**config.mk**
```make
export PLATFORM = sky130hd
export DESIGN_NAME = lms_iq_interleaver
export DESIGN_NICKNAME = d
export VERILOG_FILES = /design/src/rtl/lms_iq_interleaver.sv
export SDC_FILE = /design/constraint.sdc
export NUM_CORES = 1
export LEC_CHECK = 0
export ABC_AREA = 1
export CORE_MARGIN = 2
export CORE_UTILIZATION = 32
export CTS_BUF_LIST = sky130_fd_sc_hd__clkbuf_2
export CTS_CLUSTER_DIAMETER = 100
export DETAILED_ROUTE_END_ITERATION = 6
export GPL_ROUTABILITY_DRIVEN = 0
export GPL_TIMING_DRIVEN = 0
export PLACE_DENSITY = 0.59
export SLEW_MARGIN = 20
export SYNTH_ARGS = -nofsm -noshare
export SYNTH_HDL_FRONTEND = slang
export SYNTH_SLANG_ARGS = --single-unit
```
**constraint.sdc**
```tcl
create_clock -name clk -period 1.6 [get_ports clk]
set_input_delay 0.16 -clock clk [delete_from_list [all_inputs] [get_ports clk]]
set_output_delay 0.16 -clock clk [all_outputs]
set_load 0.03 [all_outputs]
```
**src/rtl/lms_iq_interleaver.sv**
```systemverilog
// Serialises I/Q pairs onto one WIDTH-bit bus (I word, then Q word) framed by IQSEL.
// One-entry hold buffer; an empty hold at a stream-mode pair boundary fills (0,0) or the last pair.
module lms_iq_interleaver #(
  parameter int   WIDTH          = 12,
  parameter logic IQSEL_I_LEVEL  = 1'b1,
  parameter int   UNDERFLOW_HOLD = 0,
  parameter int   CNT_WIDTH      = 16
) (
  input  logic                 clk,
  input  logic                 rst_n,
  input  logic                 enable,
  input  logic [1:0]           mode,
  input  logic [WIDTH-1:0]     const_i,
  input  logic [WIDTH-1:0]     const_q,
  input  logic [WIDTH-1:0]     in_i,
  input  logic [WIDTH-1:0]     in_q,
  input  logic                 in_valid,
  output logic                 in_ready,
  output logic                 iqsel_o,
  output logic [WIDTH-1:0]     data_o,
  output logic                 underflow,
  output logic [CNT_WIDTH-1:0] underflow_count,
  input  logic                 clr_count
);

  logic                 r_p;
  logic                 r_hold_vld;
  logic [WIDTH-1:0]     r_hold_i;
  logic [WIDTH-1:0]     r_hold_q;
  logic [WIDTH-1:0]     r_last_i;
  logic [WIDTH-1:0]     r_last_q;
  logic [WIDTH-1:0]     r_ramp;
  logic [WIDTH-1:0]     r_act_q;
  logic [WIDTH-1:0]     r_data;
  logic                 r_iqsel;
  logic                 r_uf;
  logic [CNT_WIDTH-1:0] r_cnt;

  logic                 w_bnd;
  logic                 w_stream;
  logic                 w_consume;
  logic                 w_uf;
  logic                 w_accept;
  logic [WIDTH-1:0]     w_pair_i;
  logic [WIDTH-1:0]     w_pair_q;

  assign w_bnd     = ~r_p;
  assign w_stream  = (mode != 2'd1) && (mode != 2'd2);
  assign w_consume = w_bnd && enable && w_stream && r_hold_vld;
  assign w_uf      = w_bnd && enable && w_stream && !r_hold_vld;
  // Ready looks only at registered state and mode/enable, never at in_valid.
  assign in_ready  = rst_n && (!r_hold_vld || (w_bnd && enable && w_stream));
  assign w_accept  = in_valid && in_ready;

  assign iqsel_o         = r_iqsel;
  assign data_o          = r_data;
  assign underflow       = r_uf;
  assign underflow_count = r_cnt;

  always_comb begin
    w_pair_i = '0;
    w_pair_q = '0;
    if (enable) begin
      if (mode == 2'd1) begin
        w_pair_i = r_ramp;
        w_pair_q = ~r_ramp;
      end else if (mode == 2'd2) begin
        w_pair_i = const_i;
        w_pair_q = const_q;
      end else if (r_hold_vld) begin
        w_pair_i = r_hold_i;
        w_pair_q = r_hold_q;
      end else if (UNDERFLOW_HOLD != 0) begin
        w_pair_i = r_last_i;
        w_pair_q = r_last_q;
      end
    end
  end

  always_ff @(posedge clk) begin
    if (!rst_n) begin
      r_p        <= 1'b0;
      r_hold_vld <= 1'b0;
      r_hold_i   <= '0;
      r_hold_q   <= '0;
      r_last_i   <= '0;
      r_last_q   <= '0;
      r_ramp     <= '0;
      r_act_q    <= '0;
      r_data     <= '0;
      r_iqsel    <= ~IQSEL_I_LEVEL;
      r_uf       <= 1'b0;
      r_cnt      <= '0;
    end else begin
      r_p <= ~r_p;
      if (w_bnd) begin
        r_data  <= w_pair_i;
        r_act_q <= w_pair_q;
        r_iqsel <= IQSEL_I_LEVEL;
        r_uf    <= w_uf;
        if (enable) begin
          r_last_i <= w_pair_i;
          r_last_q <= w_pair_q;
        end
        if (enable && mode == 2'd1)
          r_ramp <= r_ramp + 1'b1;
      end else begin
        r_data  <= r_act_q;
        r_iqsel <= ~IQSEL_I_LEVEL;
        r_uf    <= 1'b0;
      end
      if (clr_count)
        r_cnt <= '0;
      else if (w_uf && !(&r_cnt))
        r_cnt <= r_cnt + 1'b1;
      // Accept and consume in the same boundary cycle leaves the hold full.
      if (w_accept) begin
        r_hold_vld <= 1'b1;
        r_hold_i   <= in_i;
        r_hold_q   <= in_q;
      end else if (w_consume) begin
        r_hold_vld <= 1'b0;
      end
    end
  end

endmodule

```
# [Word-level counts from Yosys, hierarchy flattened]
# Index checks and enable logic that the tools add are counted.
[totals] regBits=80 out_inout_bits=31 word_cells=48
[op_classes] addsub=2 eq_ne=4 muxes=12 bitwise=3 n_reduce_logical=17
[op_table] cell="two-way mux 12 bit" n=9
[op_table] cell="adder 16 x 1 -> 16 bit (second input constant)" n=1
[op_table] cell="AND reduction 16 bit" n=1
[op_table] cell="adder 12 x 1 -> 12 bit (second input constant)" n=1
[op_table] cell="NOT 12 bit" n=1
[op_table] cell="logical AND 1 bit" n=9
[op_table] cell="OR reduction 2 bit" n=2
[op_table] cell="two-way mux 1 bit" n=3
[op_table] cell="equality test 2 x 1 -> 1 bit (second input constant)" n=1
[op_table] cell="equality test 2 bit (second input constant)" n=1
[op_table] cell="logical NOT 1 bit" n=2
[op_table] cell="!= test 2 x 1 -> 1 bit (second input constant)" n=1
[op_table] cell="!= test 2 bit (second input constant)" n=1
[op_table] cell="NOT 1 bit" n=2
[op_table] cell="AND reduction 2 bit" n=1
[op_table] cell="nonzero test 2 bit" n=1
[op_table] cell="logical OR 1 bit" n=1

# [Depth between registers and ports, before layout]
[logic_depth] word_depth=7 depth_mapped=11

# [Worst setup path before layout]
# Ideal clock, no wire load.
[synth_timing] path_type="flip-flop to flip-flop" start="register r_cnt[0] (netlist: underflow_count[0])" end="register r_cnt[13] (netlist: underflow_count[13])" setup_ns=0.113 t_arrival_ns=1.463 required_time_ns=1.487 slack_ns=0.024 stages_incl_launch_ff=9 path_cell_list="dfxtp_1 -> ha_1 -> nand3_2 -> nor2_4 -> nand4_2 -> nand2_1 -> nand2_1 -> nand2_1 -> nor2_1"
[synth_via] elab_chain_cells=3
[synth_rtl] item="start, declared" line="37" rtl="logic [CNT_WIDTH-1:0] r_cnt;"
[synth_rtl] item="start signal, assigned" line="115" rtl="r_cnt <= r_cnt + 1'b1;"
[synth_rtl] item="parallel branches: the longest is 3 deep, another holds adder 16 x 1 -> 16 bit"
# Several ways; the timed one is not identified.
# A chain may end at the register's enable or synchronous reset.

# [Worst setup path in the final report]
[layout_timing] start="input mode[0]" end="output in_ready"
[layout_via] elab_chain_cells=5
[layout_rtl] item="start, declared" line="12" rtl="input logic [1:0] mode,"
[layout_rtl] item="!= test 2 x 1 -> 1 bit or != test 2 bit (tied branches)" line="48" rtl="assign w_stream = (mode != 2'd1) && (mode != 2'd2);"
[layout_rtl] item="logical AND 1 bit (*)" line="48"
[layout_rtl] item="logical AND 1 bit (*)" line="52" rtl="assign in_ready = rst_n && (!r_hold_vld || (w_bnd && enable && w_stream));"
[layout_rtl] item="logical OR 1 bit (*)" line="52"
[layout_rtl] item="logical AND 1 bit (*)" line="52"
[layout_rtl] item="end, declared" line="18" rtl="output logic in_ready,"
# Every way passes the cells marked *; elsewhere a longest branch is shown, timed or not.

==> results.yml <==
status:
  outcome: "finished with violations"
  violations: "negative setup slack"
pwr:
  power_density_mw_per_mm2: 762
  part_of_the_power_in_the_clock_network: 0.281
  vdd_drop_max_uv: 316
  comb_power_share: 0.164
  internal_power_w: 0.00268
  net-switching-power_w: 0.00109
  leakagePower_nw: 2.04
  seqPwrFrac: 0.555
  p_sw_frac: 0.289
synth:
  synth-seq-cells: 79
  post_synth_main_area_contributors: "sky130_fd_sc_hd__dfxtp_1 42%, sky130_fd_sc_hd__nand2_1 13%, sky130_fd_sc_hd__nand3_1 10%"
  netlist.area_leader.share: 0.421
  post_synth.cell_area_avg_um2: 6.97
  yosys.area.top_type: "sky130_fd_sc_hd__dfxtp_1"
  synth_cells: 539
  synthesis.nets: 598
  yosys_warnings: 0
  syn_area_mm2: 0.00375
  synth_cell_type_count: 29
  share_of_the_yosys_chip_area_belonging_to_registers: 0.421
min_path:
  min_to: "r_hold_i[1]"
  hp-start: "in_i[1]"
  min_path_cells: 3
  worst_hold_path_type: "input port to flop"
clocking:
  cts.sinks: 79
  h_tree_levels: 3
  cts-root-buf: "sky130_fd_sc_hd__clkbuf_2"
  clkTransAtPathRegs_ns: 0.25
  cts_made_buffers: 9
  cts_max_path_buffers: 2
  cts_tree: "built"
  clk-insertion-delay-late_ns: 0.53
worst_setup_path:
  timing.rr.start: "underflow_count[15]"
  end_kind: "primary output"
  timing.critical_path.required_ns: 1.44
  worst_setup_path_startpoint: "mode[0]"
  critical_path.max_fanout: 7
  crit_path_start_kind: "input port"
  critPathArrivalTime_ns: 1.53
  worst-setup-path-type: "input port to primary output"
  r2r-end: "underflow_count[2]"
  timing.reg2reg.setup_slack_ns: 0.09
  worst_r2r_path_depth: 6
sta:
  setup_violation_total_in_the_final_timing_report: 1
  rsz0062_at_grt: "yes"
  setup_ws_ns: -0.0883
  timing.final.crit_share: 1.06
  tightestPinTransition_ns: 0.549
  maxSlewViolCount: 0
  final-hold-violation-count: 0
  slew_headroom: 0.634
  timing.clock.skew_ns: 0.0461
  crit_path_time_final_ns: 1.69
  fmax_mhz: 592
layout:
  antenna-diode-count: 0
  final_net_count: 701
  layout.core_utilization: 0.433
  area.growth.synth_to_final_pct: 31.6
  layout-drive-gt1-share: 0.125
  final_cell_count_without_fillers: 789
die:
  die_width_um: 112
  core_area_mm2: 0.0114
  design.die.area_mm2: 0.0126
  initial_core_util: 0.329
  die_h_um: 112
  io_pins: 86
  placement_rows: 39
grt:
  groute.layer.met3.usage: 0.0319
  grtUsageTotal: 0.173
  overflow_left_after_global_routing: 0
  grt_busiest_layer: "met2"
  grt_pass1_wl_um: 17600
  grt_pass1_vias: 3592
  use_met1: 0.244
  antenna_found_initial: 0
  maximum_number_of_pins_on_one_net_before_global_route_repair: 20
  groute.layer.met2.usage: 0.269
placed_design:
  port-buffer-count: 85
  dpl.hpwl_um: 8640
  placed_cells: 767
route:
  viasPerCell: 4.97
  drt-pass1-iter-count: 5
  starting_drt_drc_count: 256
  drcViolationCount: 0
  total_via_count_in_the_routed_design: 3923
  postRouteWirelength_um: 11200
  wl_per_cell_um: 14.1
  route.antenna.remaining_nets: 0
run:
  cap_viol_max_count: 0
[layout make-up]
class                   instances  area, um^2
clock buffers                   9        45.0
well taps                     143         179
plain buffers                  28         141
fillers                      1208        6480
repair buffers                 93         843
clock inverters                 6        61.3
inverters                      39         151
flip-flops and latches         79        1590
multi-input cells             392        1930
[Yosys cell counts]
master	instances
sky130_fd_sc_hd__buf_4	2
sky130_fd_sc_hd__dfxtp_1	79
sky130_fd_sc_hd__nor2_2	4
sky130_fd_sc_hd__o21ai_1	6
sky130_fd_sc_hd__o21bai_1	1
sky130_fd_sc_hd__xnor2_1	1
sky130_fd_sc_hd__nor2_1	41
sky130_fd_sc_hd__o211ai_1	2
sky130_fd_sc_hd__inv_2	4
sky130_fd_sc_hd__ha_1	4
sky130_fd_sc_hd__nand2_1	127
sky130_fd_sc_hd__a21oi_2	1
sky130_fd_sc_hd__nor3_1	6
sky130_fd_sc_hd__xor2_1	3
sky130_fd_sc_hd__nand3_1	75
sky130_fd_sc_hd__a21oi_1	74
sky130_fd_sc_hd__nand3b_1	1
sky130_fd_sc_hd__buf_2	16
sky130_fd_sc_hd__o21ai_0	28
sky130_fd_sc_hd__nand2_2	5
sky130_fd_sc_hd__nand3_2	2
sky130_fd_sc_hd__clkbuf_1	11
sky130_fd_sc_hd__nor2_4	5
sky130_fd_sc_hd__nand4_1	1
sky130_fd_sc_hd__o21ai_2	1
sky130_fd_sc_hd__o22ai_1	2
sky130_fd_sc_hd__nand3_4	1
sky130_fd_sc_hd__nand4_2	1
sky130_fd_sc_hd__inv_1	35
[power groups by stage]
stage	clock, W	combinational [W]	sequential (W)
final	0.00106	0.000619	0.00209
after floorplan	0	0.000287	0.00214
after global routing	0.00117	0.000674	0.00210
after global placement	0	0.000583	0.00213
after CTS	0.00108	0.000587	0.00209
after detailed placement	0	0.000587	0.00213
[routing by layer]
layer / share of wire / routed length, um
met4: 0.017 / 187
met1: 0.47 / 5250
met2: 0.45 / 5000
met5: 0 / 0
met3: 0.065 / 724
[layout by cell type, fill, tap and decap left out, types with 2 or more instances in the layout]
cell                                n
sky130_fd_sc_hd__nor3_1             6
sky130_fd_sc_hd__clkbuf_1          11
sky130_fd_sc_hd__buf_4              8
sky130_fd_sc_hd__nor2_2             5
sky130_fd_sc_hd__nand2_2            5
sky130_fd_sc_hd__nor2_1            40
sky130_fd_sc_hd__inv_2              2
sky130_fd_sc_hd__nand2_1          127
sky130_fd_sc_hd__ha_1               3
sky130_fd_sc_hd__clkdlybuf4s15_1    3
sky130_fd_sc_hd__nand3_2            2
sky130_fd_sc_hd__dfxtp_1           75
sky130_fd_sc_hd__o21ai_0           25
sky130_fd_sc_hd__o211ai_1           2
sky130_fd_sc_hd__o21ai_1            9
sky130_fd_sc_hd__clkbuf_2          19
sky130_fd_sc_hd__nor2_4             5
sky130_fd_sc_hd__a21oi_1           74
sky130_fd_sc_hd__o22ai_1            2
sky130_fd_sc_hd__inv_4              2
sky130_fd_sc_hd__dfxtp_2            3
sky130_fd_sc_hd__dlygate4sd2_1     16
sky130_fd_sc_hd__clkinv_2           2
sky130_fd_sc_hd__xor2_1             3
sky130_fd_sc_hd__buf_2             14
sky130_fd_sc_hd__clkbuf_4           2
sky130_fd_sc_hd__nand3_1           75
sky130_fd_sc_hd__clkdlybuf4s50_1   54
sky130_fd_sc_hd__inv_1             35
[cell families (layout without fill, tap and decap cells)]
group | count (synthesis) | after routing | synth area share
xor gates and xnor gates | 4 | 4 | 0.00933
buffers and inverters | 68 | 175 | 0.0753
DFF | 79 | 79 | 0.421
and+or+nand+nor | 269 | 269 | 0.323
AOI/OAI and AO/OA | 115 | 115 | 0.158
adders and majority gates | 4 | 4 | 0.0133
[worst max-delay path: stages]
cell	delay [ns]
sky130_fd_sc_hd__clkdlybuf4s50_1	0.49
sky130_fd_sc_hd__inv_1	0.08
sky130_fd_sc_hd__ha_4	0.27
sky130_fd_sc_hd__nand3_4	0.09
sky130_fd_sc_hd__a21oi_4	0.17
sky130_fd_sc_hd__buf_8	0.13
sky130_fd_sc_hd__buf_6	0.12
[state kept, by name (all words and copies together) (netlist names)]
name and count:
r_hold_i 12, data_o 12, underflow_count 16, r_p 1, r_ramp 12, underflow 1
r_act_q 12, r_hold_vld 1, r_hold_q 12
[worst max path at each step]
stage / endpoint / cells after the start
4_1_cts: in_ready / 5
2_1_floorplan: underflow_count[13] / 8
5_1_grt: in_ready / 5
3_5_place_dp: in_ready / 8
3_3_place_gp: in_ready / 8
6_report: in_ready / 7
[timing repair]
item                                   4_1_cts  5_1_grt
hold buffers                                 0        0
endpoints found under the hold margin        0        0
gates resized for setup                     51       30
pin swaps                                    1        1
buffers inserted                             0        8
cloned                                       0        0
setup endpoints to repair                   31       34
[through the flow]
| stage | setup WS [ns] | setup TNS (ns) | power [W] | cell area (um^2) | hold slack, ns |
|---|---|---|---|---|---|
| 6_report | -0.0883 | -0.0883 | 0.00376 | 4940 | 0.154 |
| 5_1_grt | -0.130 | -0.130 | 0.00394 | 4940 | 0.123 |
| 4_1_cts | -0.191 | -0.191 | 0.00376 | 4890 | 0.124 |
| 3_5_place_dp | -0.900 | -22.94 | 0.00272 | 4780 | 0.443 |
| 3_3_place_gp | -0.873 | -20.19 | 0.00271 | 4780 | 0.439 |
| 2_1_floorplan | 0.0238 | 0 | 0.00243 | 3750 | 0.298 |
(Power assumes the default switching activity.)
